**config.mk**
```make
export PLATFORM = sky130hd
export DESIGN_NAME = stripe_rx_flat
export DESIGN_NICKNAME = d
export VERILOG_FILES = /design/src/rtl/stripe_rx_if.sv /design/src/rtl/stripe_rx.sv /design/src/flat_wrapper.sv
export SDC_FILE = /design/constraint.sdc
export NUM_CORES = 1
export LEC_CHECK = 0
export ABC_AREA = 1
export ABC_CLOCK_PERIOD_IN_PS = 4200
export CORE_AREA = 2 2 55 109
export DETAILED_ROUTE_END_ITERATION = 16
export DIE_AREA = 0 0 57 111
export GPL_TIMING_DRIVEN = 0
export MAX_ROUTING_LAYER = met4
export PLACE_DENSITY = 0.9
export SETUP_SLACK_MARGIN = 0.05
export SYNTH_ARGS = -nofsm -noshare
export SYNTH_HDL_FRONTEND = slang
export SYNTH_SLANG_ARGS = --single-unit
```
**constraint.sdc**
```tcl
create_clock -name clk -period 4.2 [get_ports clk]
set_input_delay 0.84 -clock clk [delete_from_list [all_inputs] [get_ports clk]]
set_output_delay 0.84 -clock clk [all_outputs]
set_load 0.02 [all_outputs]
```
**src/rtl/stripe_rx_if.sv**
```systemverilog
// ============================================================================
//  Module   : stripe_rx_if
//  Brief    : Lane inputs and byte-stream outputs of the four-lane receiver.
//  Revision : 1.0 - initial release
// ============================================================================
`default_nettype none

interface stripe_rx_if;
    logic       L0;
    logic       L1;
    logic       L2;
    logic       L3;
    logic       enb;
    logic [7:0] data_out;
    logic       valid;
    logic       locked;
    logic       sync_err;

    modport master (
        output L0, L1, L2, L3, enb,
        input  data_out, valid, locked, sync_err
    );

    modport slave (
        input  L0, L1, L2, L3, enb,
        output data_out, valid, locked, sync_err
    );
endinterface

`default_nettype wire

```
**src/rtl/stripe_rx.sv**
```systemverilog
// ============================================================================
//  Module   : stripe_rx
//  Brief    : Four-lane deserializer with COM alignment and byte un-striping.
//             Optional macro STRIPE_RX_COM_FILTER_EN drops all-COM groups.
//  Revision : 1.0 - initial release
// ============================================================================
`default_nettype none

module stripe_rx #(
    parameter logic [7:0] COM = 8'hBC
) (
    input wire logic    clk,
    input wire logic    reset,
    stripe_rx_if.slave  bus
);

    localparam logic [0:0] c_ST_SEARCH = 1'b0;
    localparam logic [0:0] c_ST_LOCKED = 1'b1;

    logic [3:0]       w_lane;
    logic [3:0][7:0]  w_nx;
    logic [3:0]       w_com;
    logic             w_all_com;
    logic             w_no_com;
    logic             w_emit_ok;

    logic [3:0][7:0]  r_sr;
    logic [3:1][7:0]  r_hold;
    logic [0:0]       r_state;
    logic [2:0]       r_cnt;
    logic [1:0]       r_idx;
    logic             r_busy;
    logic [7:0]       r_data;
    logic             r_valid;
    logic             r_locked;
    logic             r_sync_err;

    assign w_lane = {bus.L3, bus.L2, bus.L1, bus.L0};

    generate
        for (genvar n = 0; n < 4; n++) begin : g_lane
            assign w_nx[n]  = {r_sr[n][6:0], w_lane[n]};
            assign w_com[n] = (w_nx[n] == COM);
        end
    endgenerate

    assign w_all_com = &w_com;
    assign w_no_com  = ~|w_com;

`ifdef STRIPE_RX_COM_FILTER_EN
    assign w_emit_ok = ~w_all_com;
`else
    assign w_emit_ok = 1'b1;
`endif

    always_ff @(posedge clk) begin
        if (reset) begin
            r_sr       <= '0;
            r_hold     <= '0;
            r_state    <= c_ST_SEARCH;
            r_cnt      <= 3'd0;
            r_idx      <= 2'd0;
            r_busy     <= 1'b0;
            r_data     <= 8'h00;
            r_valid    <= 1'b0;
            r_locked   <= 1'b0;
            r_sync_err <= 1'b0;
        end else begin
            r_valid    <= 1'b0;
            r_sync_err <= 1'b0;
            if (bus.enb) begin
                r_sr <= w_nx;

                // Drain lanes 1..3 of the held group; never overlaps a group completion
                if (r_busy) begin
                    r_data  <= r_hold[r_idx];
                    r_valid <= 1'b1;
                    r_idx   <= r_idx + 2'd1;
                    if (r_idx == 2'd3) begin
                        r_busy <= 1'b0;
                    end
                end

                case (r_state)
                    c_ST_SEARCH: begin
                        r_cnt <= 3'd0;
                        if (w_all_com) begin
                            r_state  <= c_ST_LOCKED;
                            r_locked <= 1'b1;
                            if (w_emit_ok) begin
                                r_data  <= w_nx[0];
                                r_valid <= 1'b1;
                                r_hold  <= w_nx[3:1];
                                r_idx   <= 2'd1;
                                r_busy  <= 1'b1;
                            end
                        end
                    end
                    default: begin
                        r_cnt <= r_cnt + 3'd1;
                        if (r_cnt == 3'd7) begin
                            if (w_all_com || w_no_com) begin
                                if (w_emit_ok) begin
                                    r_data  <= w_nx[0];
                                    r_valid <= 1'b1;
                                    r_hold  <= w_nx[3:1];
                                    r_idx   <= 2'd1;
                                    r_busy  <= 1'b1;
                                end
                            end else begin
                                r_sync_err <= 1'b1;
                                r_state    <= c_ST_SEARCH;
                                r_locked   <= 1'b0;
                                r_busy     <= 1'b0;
                                r_cnt      <= 3'd0;
                            end
                        end
                    end
                endcase
            end
        end
    end

    assign bus.data_out = r_data;
    assign bus.valid    = r_valid;
    assign bus.locked   = r_locked;
    assign bus.sync_err = r_sync_err;

endmodule

`default_nettype wire
```
**src/flat_wrapper.sv**
```systemverilog
// flat-port wrapper written by rule: the top's interface ports become plain ports
module stripe_rx_flat 
#(
    parameter logic [7:0] COM = 8'hBC
)
  (clk, reset, bus_L0, bus_L1, bus_L2, bus_L3, bus_enb, bus_data_out, bus_valid, bus_locked, bus_sync_err);
  stripe_rx_if bus_i ();
  input wire logic clk;
  input wire logic reset;
  input wire logic [$bits(bus_i.L0)-1:0] bus_L0;
  input wire logic [$bits(bus_i.L1)-1:0] bus_L1;
  input wire logic [$bits(bus_i.L2)-1:0] bus_L2;
  input wire logic [$bits(bus_i.L3)-1:0] bus_L3;
  input wire logic [$bits(bus_i.enb)-1:0] bus_enb;
  output wire logic [$bits(bus_i.data_out)-1:0] bus_data_out;
  output wire logic [$bits(bus_i.valid)-1:0] bus_valid;
  output wire logic [$bits(bus_i.locked)-1:0] bus_locked;
  output wire logic [$bits(bus_i.sync_err)-1:0] bus_sync_err;
  assign bus_i.L0 = bus_L0;
  assign bus_i.L1 = bus_L1;
  assign bus_i.L2 = bus_L2;
  assign bus_i.L3 = bus_L3;
  assign bus_i.enb = bus_enb;
  assign bus_data_out = bus_i.data_out;
  assign bus_valid = bus_i.valid;
  assign bus_locked = bus_i.locked;
  assign bus_sync_err = bus_i.sync_err;
  stripe_rx #(.COM(COM)) u_core (.clk(clk), .reset(reset), .bus(bus_i));
endmodule
```
Word level (Yosys, flattened, before mapping)

Cells that the tools add are included.
Widths: inputs -> output; s select.

$add $sub $neg: 2
Magnitude comparators: 1
Equal/unequal tests: 9
Multiplexer cells: 38
Bitwise logic cells: 3
Reductions and logical operators: 9

Operator list:

| cell                | count |
|---|---|
| $mux 24             | 4 |
| $mux 8              | 6 |
| $eq 8x8->1 const B  | 4 |
| $mux 1              | 19 |
| $bmux 8 s2          | 1 |
| $reduce_and 4->1    | 3 |
| $mux 2              | 5 |
| $mux 3              | 3 |
| $reduce_or 4->1     | 2 |
| $ne 2x2->1 const B  | 3 |
| $add 3x1->3 const B | 1 |
| $eq 3x3->1 const B  | 1 |
| $lt 2x3->1 const B  | 1 |
| $not 1->1           | 3 |
| $add 2x1->2 const B | 1 |
| $eq 2x2->1 const B  | 1 |
| $reduce_bool 2->1   | 1 |
| $reduce_or 2->1     | 1 |
| $logic_not 1->1     | 1 |
| $logic_or 1x1->1    | 1 |

Register bits: 70
Input bits: 7
Word-level logic and storage cells: 77

Depth between registers and ports, before layout

Depth in word-level cells: 7
Gate-level depth with buffers: 13

Worst setup path before layout

OpenSTA, ideal clock, no wires.

Path kind: input to register
Start point: in bus_L0
End point: reg u_core.r_hold[6] (netlist bit)
Setup time: 0.113 ns
Data arrival time: 1.795 ns
Data required time: 4.087 ns
Setup slack: 2.293 ns
Stages: 11
Path through: nor2_1 -> nand2_1 -> nor2_2 -> nand2_2 -> nor2_4 -> inv_2 -> o21ai_2 -> buf_6 -> nand3_1 -> nand2_1 -> nor2_1

Word-level cells in the longest chain between the ends: 6
Elaborated cells on any way between the ends: 8
Those cells by class: eq/ne: 2; reduce/logical: 6

Ends and longest elaborated chain:

| what                           | RTL line           | RTL |
|---|---|---|
| start, declared                | flat_wrapper.sv:10 | `input wire logic [$bits(bus_i.L0)-1:0] bus_L0;` |
| $eq 8x8->1 (*)                 | stripe_rx.sv:43    | `assign w_com[n] = (w_nx[n] == COM);` |
| $reduce_or 4->1                | stripe_rx.sv:48    | `assign w_no_com = ~\|w_com;` |
| $logic_not 1->1                | stripe_rx.sv:48    |  |
| $logic_or 1x1->1               | stripe_rx.sv:102   | `if (w_all_com \|\| w_no_com) begin` |
| $ne 2x2->1 (no line)           | -                  |  |
| $reduce_and 4->1 (no line) (*) | -                  |  |
| end signal, assigned           | stripe_rx.sv:93    | `r_hold <= w_nx[3:1];` |
| end signal, assigned           | stripe_rx.sv:106   | `r_hold <= w_nx[3:1];` |
| end, declared                  | stripe_rx.sv:28    | `logic [3:1][7:0] r_hold;` |

Every way passes the cells marked *; elsewhere a longest branch is shown, timed or not.
A chain may end at the register's enable or synchronous reset.

Worst setup path in the final report

Start point: in bus_L2
End point: reg u_core.r_hold[6] (netlist bit)

Word-level cells in the longest chain between the ends: 6
Elaborated cells on any way between the ends: 8
Those cells by class: eq/ne: 2; reduce/logical: 6

Ends and longest elaborated chain:

| what                           | RTL line           | RTL |
|---|---|---|
| start, declared                | flat_wrapper.sv:12 | `input wire logic [$bits(bus_i.L2)-1:0] bus_L2;` |
| $eq 8x8->1 (*)                 | stripe_rx.sv:43    |  |
| $reduce_or 4->1                | stripe_rx.sv:48    |  |
| $logic_not 1->1                | stripe_rx.sv:48    |  |
| $logic_or 1x1->1               | stripe_rx.sv:102   |  |
| $ne 2x2->1 (no line)           | -                  |  |
| $reduce_and 4->1 (no line) (*) | -                  |  |

Marked as above.

==> results.cfg <==
[outcome]
status = complete, no violations

[floorplanning]
initial_core_util_pct = 58.0
fp.dieW_um = 57
io_pins = 18
rows = 39
dieArea_mm2 = 0.00633
core_mm2 = 0.00556
die_y_um = 111

[layout]
drive_gt1_share_pct = 10.3
syn_to_final_growth_pct = 17.1
antenna_cells = 0
final_nets = 491

[logic_synthesis]
syn_avg_cell_area_um2 = 7.11
yosys_warnings = 0
ys_seq_elements = 70
yosysSeqAreaShare_pct = 43.4
synthesis.nets = 464
syn_inst = 454
synth_cell_types = 30
synth_area_mm2 = 0.00323

[timing]
min_period_ns = 2.40
fmax_mhz = 416
final.setup.tns_ns = 0
finalCritPeriodShare_pct = 57.2
rsz0062_at_grt = no
finClkSkew_ns = 0.00334
slew_headroom_pct = 61.3
setup_viol = 0
finalMaxSlewViolations = 0
tightest_slew_ns = 0.578
final-hold-violation-count = 0

[place]
dp_hpwl_mm = 6.01
place_congestion = 0.919
numPortBuffers = 16

[clocking]
h-tree-depth = 3
insertion_delay_ns = 0.33
ctsLongestPathBuffers = 2
ctsResizeCount = 0
cts.clk_slew.worst_paths_ns = 0.05
cts_hold_buf = 0
cts_tree = built
root_buffer = clkbuf_16
postCtsSetupBuffers = 0
cts_sinks = 70
cts_buffers = 9

[detailed_routing]
drt-total-wl_mm = 8.34
dr.pass1.iters = 7
routed_via_density = 5.60
vias = 3061
drtIter0Drc = 226
drt_drc_violations_left = 0
wire_per_inst_um = 15.3
drtAntennaViolNets = 0

[pwr]
combPwrFrac_pct = 9.8
p_clk_share_pct = 48.0
switching_share_pct = 23.4
power_uw = 1670
p_seq_share_pct = 42.1
pwr_density_cell_mw_per_mm2 = 443
peakVddDrop_mv = 0.485
intPower_uw = 1280
netSwitchingPower_uw = 391
leakagePower_uw = 0.00151

[min_path]
min_path_type = reg2reg

[worst_setup_path]
cp.arrival_ns = 2.63
cp_max_fo = 10
critPathLaunchType = input pin
setup.worst_path.end_class = flip-flop
crit_type = in2reg
cp_data_required_time_ns = 4.43

[job]
max_cap_violations = 0

[global_route]
grt_usage_pct = 28.6
antenna_found_initial = 0
overflow = 0
grt_pass1_vias = 2866
grt_max_degree = 12
grt_pass1_wl_mm = 13.5
[per-layer routing]
| metal | wire (um) | share of wire (%) | global-route usage [%] |
|---|---|---|---|
| met1 | 3430 | 41 | 33.2 |
| met2 | 4150 | 50 | 44.8 |
| met3 | 394 | 4.7 | 4.78 |
| met4 | 369 | 4.4 | 18.0 |
| met5 | 0 | 0 | - |
[worst max-delay path: stages]
cell	delay (ns)
clkdlybuf4s50_1	0.56
inv_2	0.09
nand2_1	0.07
nor2_1	0.04
nand2_1	0.08
nand2_1	0.10
inv_2	0.07
nand2_2	0.09
o21ai_2	0.29
buf_6	0.18
nand3_1	0.07
nand2_1	0.11
nor2_1	0.05
[cell type report]
cell class / instances / area (um2)
plain buffers: 21 / 131
clock buffers: 12 / 246
clock inverters: 4 / 70.1
fillers: 454 / 1780
inverters: 49 / 184
multi-input cells: 314 / 1510
flip-flops and latches: 70 / 1400
well taps: 61 / 76.3
repair buffers: 16 / 160
[Yosys cell counts, drive strengths merged]
library cell  number  area, um2
a21oi             29        149
a32o               1       10.0
buf               11       93.8
clkbuf            10       37.5
clkinv             2       7.51
dfxtp             70       1400
ha                 3       37.5
inv               47        176
mux2i              1       10.0
nand2             86        340
nand3             41        210
nand4              4       25.0
nor2              89        363
nor3               2       10.0
o21a               8       60.1
o21ai             22        118
o22ai             27        169
xor2               1       8.76
[per-stage QoR]
step	std cells	setup WS, ns	util, %	hold WS (ns)	area, um2
after floorplan	454	2.29	-	0.435	3230
after global placement	531	1.55	62.3	0.452	3460
after detailed placement	531	1.54	62.3	0.459	3460
after CTS	547	1.83	67.9	0.472	3780
after global routing	547	1.68	67.9	0.502	3780
final	547	1.80	67.9	0.470	3780
[kinds of logic after synthesis]
kind of cell	count (synthesis)	share of synthesized area, %
AO/OA/AOI/OAI	87	15.7
XOR/XNOR	1	0.271
adder cells (fa/ha/maj)	3	1.16
buffers and inverters	70	9.77
flip-flops	70	43.4
multiplexers	1	0.310
AND/OR/NAND/NOR	222	29.4
[state kept, by name, summed over array words and instances (netlist names)]
| signal | cells |
|---|---|
| u_core.bus.sync_err | 1 |
| u_core.bus.data_out | 8 |
| u_core.r_hold | 24 |
| u_core.r_sr | 28 |
| u_core.bus.locked | 1 |
| u_core.r_busy | 1 |
| u_core.bus.valid | 1 |
| u_core.r_idx | 2 |
| u_core.r_state | 1 |
| u_core.r_cnt | 3 |
[path summary, 6_finish.rpt]
kind	to	slack (ns)	cells past startpoint	from
hold reg to reg	u_core.r_cnt[2]	0.47	2	u_core.r_cnt[2]
setup reg to reg	u_core.bus.data_out[3]	2.40	7	u_core.r_idx[0]
setup / recovery	u_core.r_hold[6]	1.80	13	bus_L2
hold / removal	u_core.r_cnt[2]	0.47	2	u_core.r_cnt[2]
[placed cells by master (no fill, tap or decap), types with 12 or more instances in the layout]
| cell type | synthesis | layout |
|---|---|---|
| nand3_1 | 40 | 40 |
| a21oi_1 | 28 | 28 |
| clkdlybuf4s50_1 | 0 | 16 |
| dfxtp_1 | 70 | 70 |
| inv_2 | 14 | 14 |
| inv_1 | 33 | 33 |
| clkbuf_1 | 10 | 12 |
| nand2_1 | 81 | 81 |
| o22ai_1 | 27 | 27 |
| o21ai_0 | 19 | 19 |
| nor2_1 | 85 | 85 |
[power groups by stage]
stage	clock network [uW]	registers, uW	logic (uW)
finish	804	705	165
global route	840	706	183
CTS	810	705	163
detailed placement	0	719	160
global placement	0	718	157
floorplan	0	720	109
(Power assumes the default switching activity.)
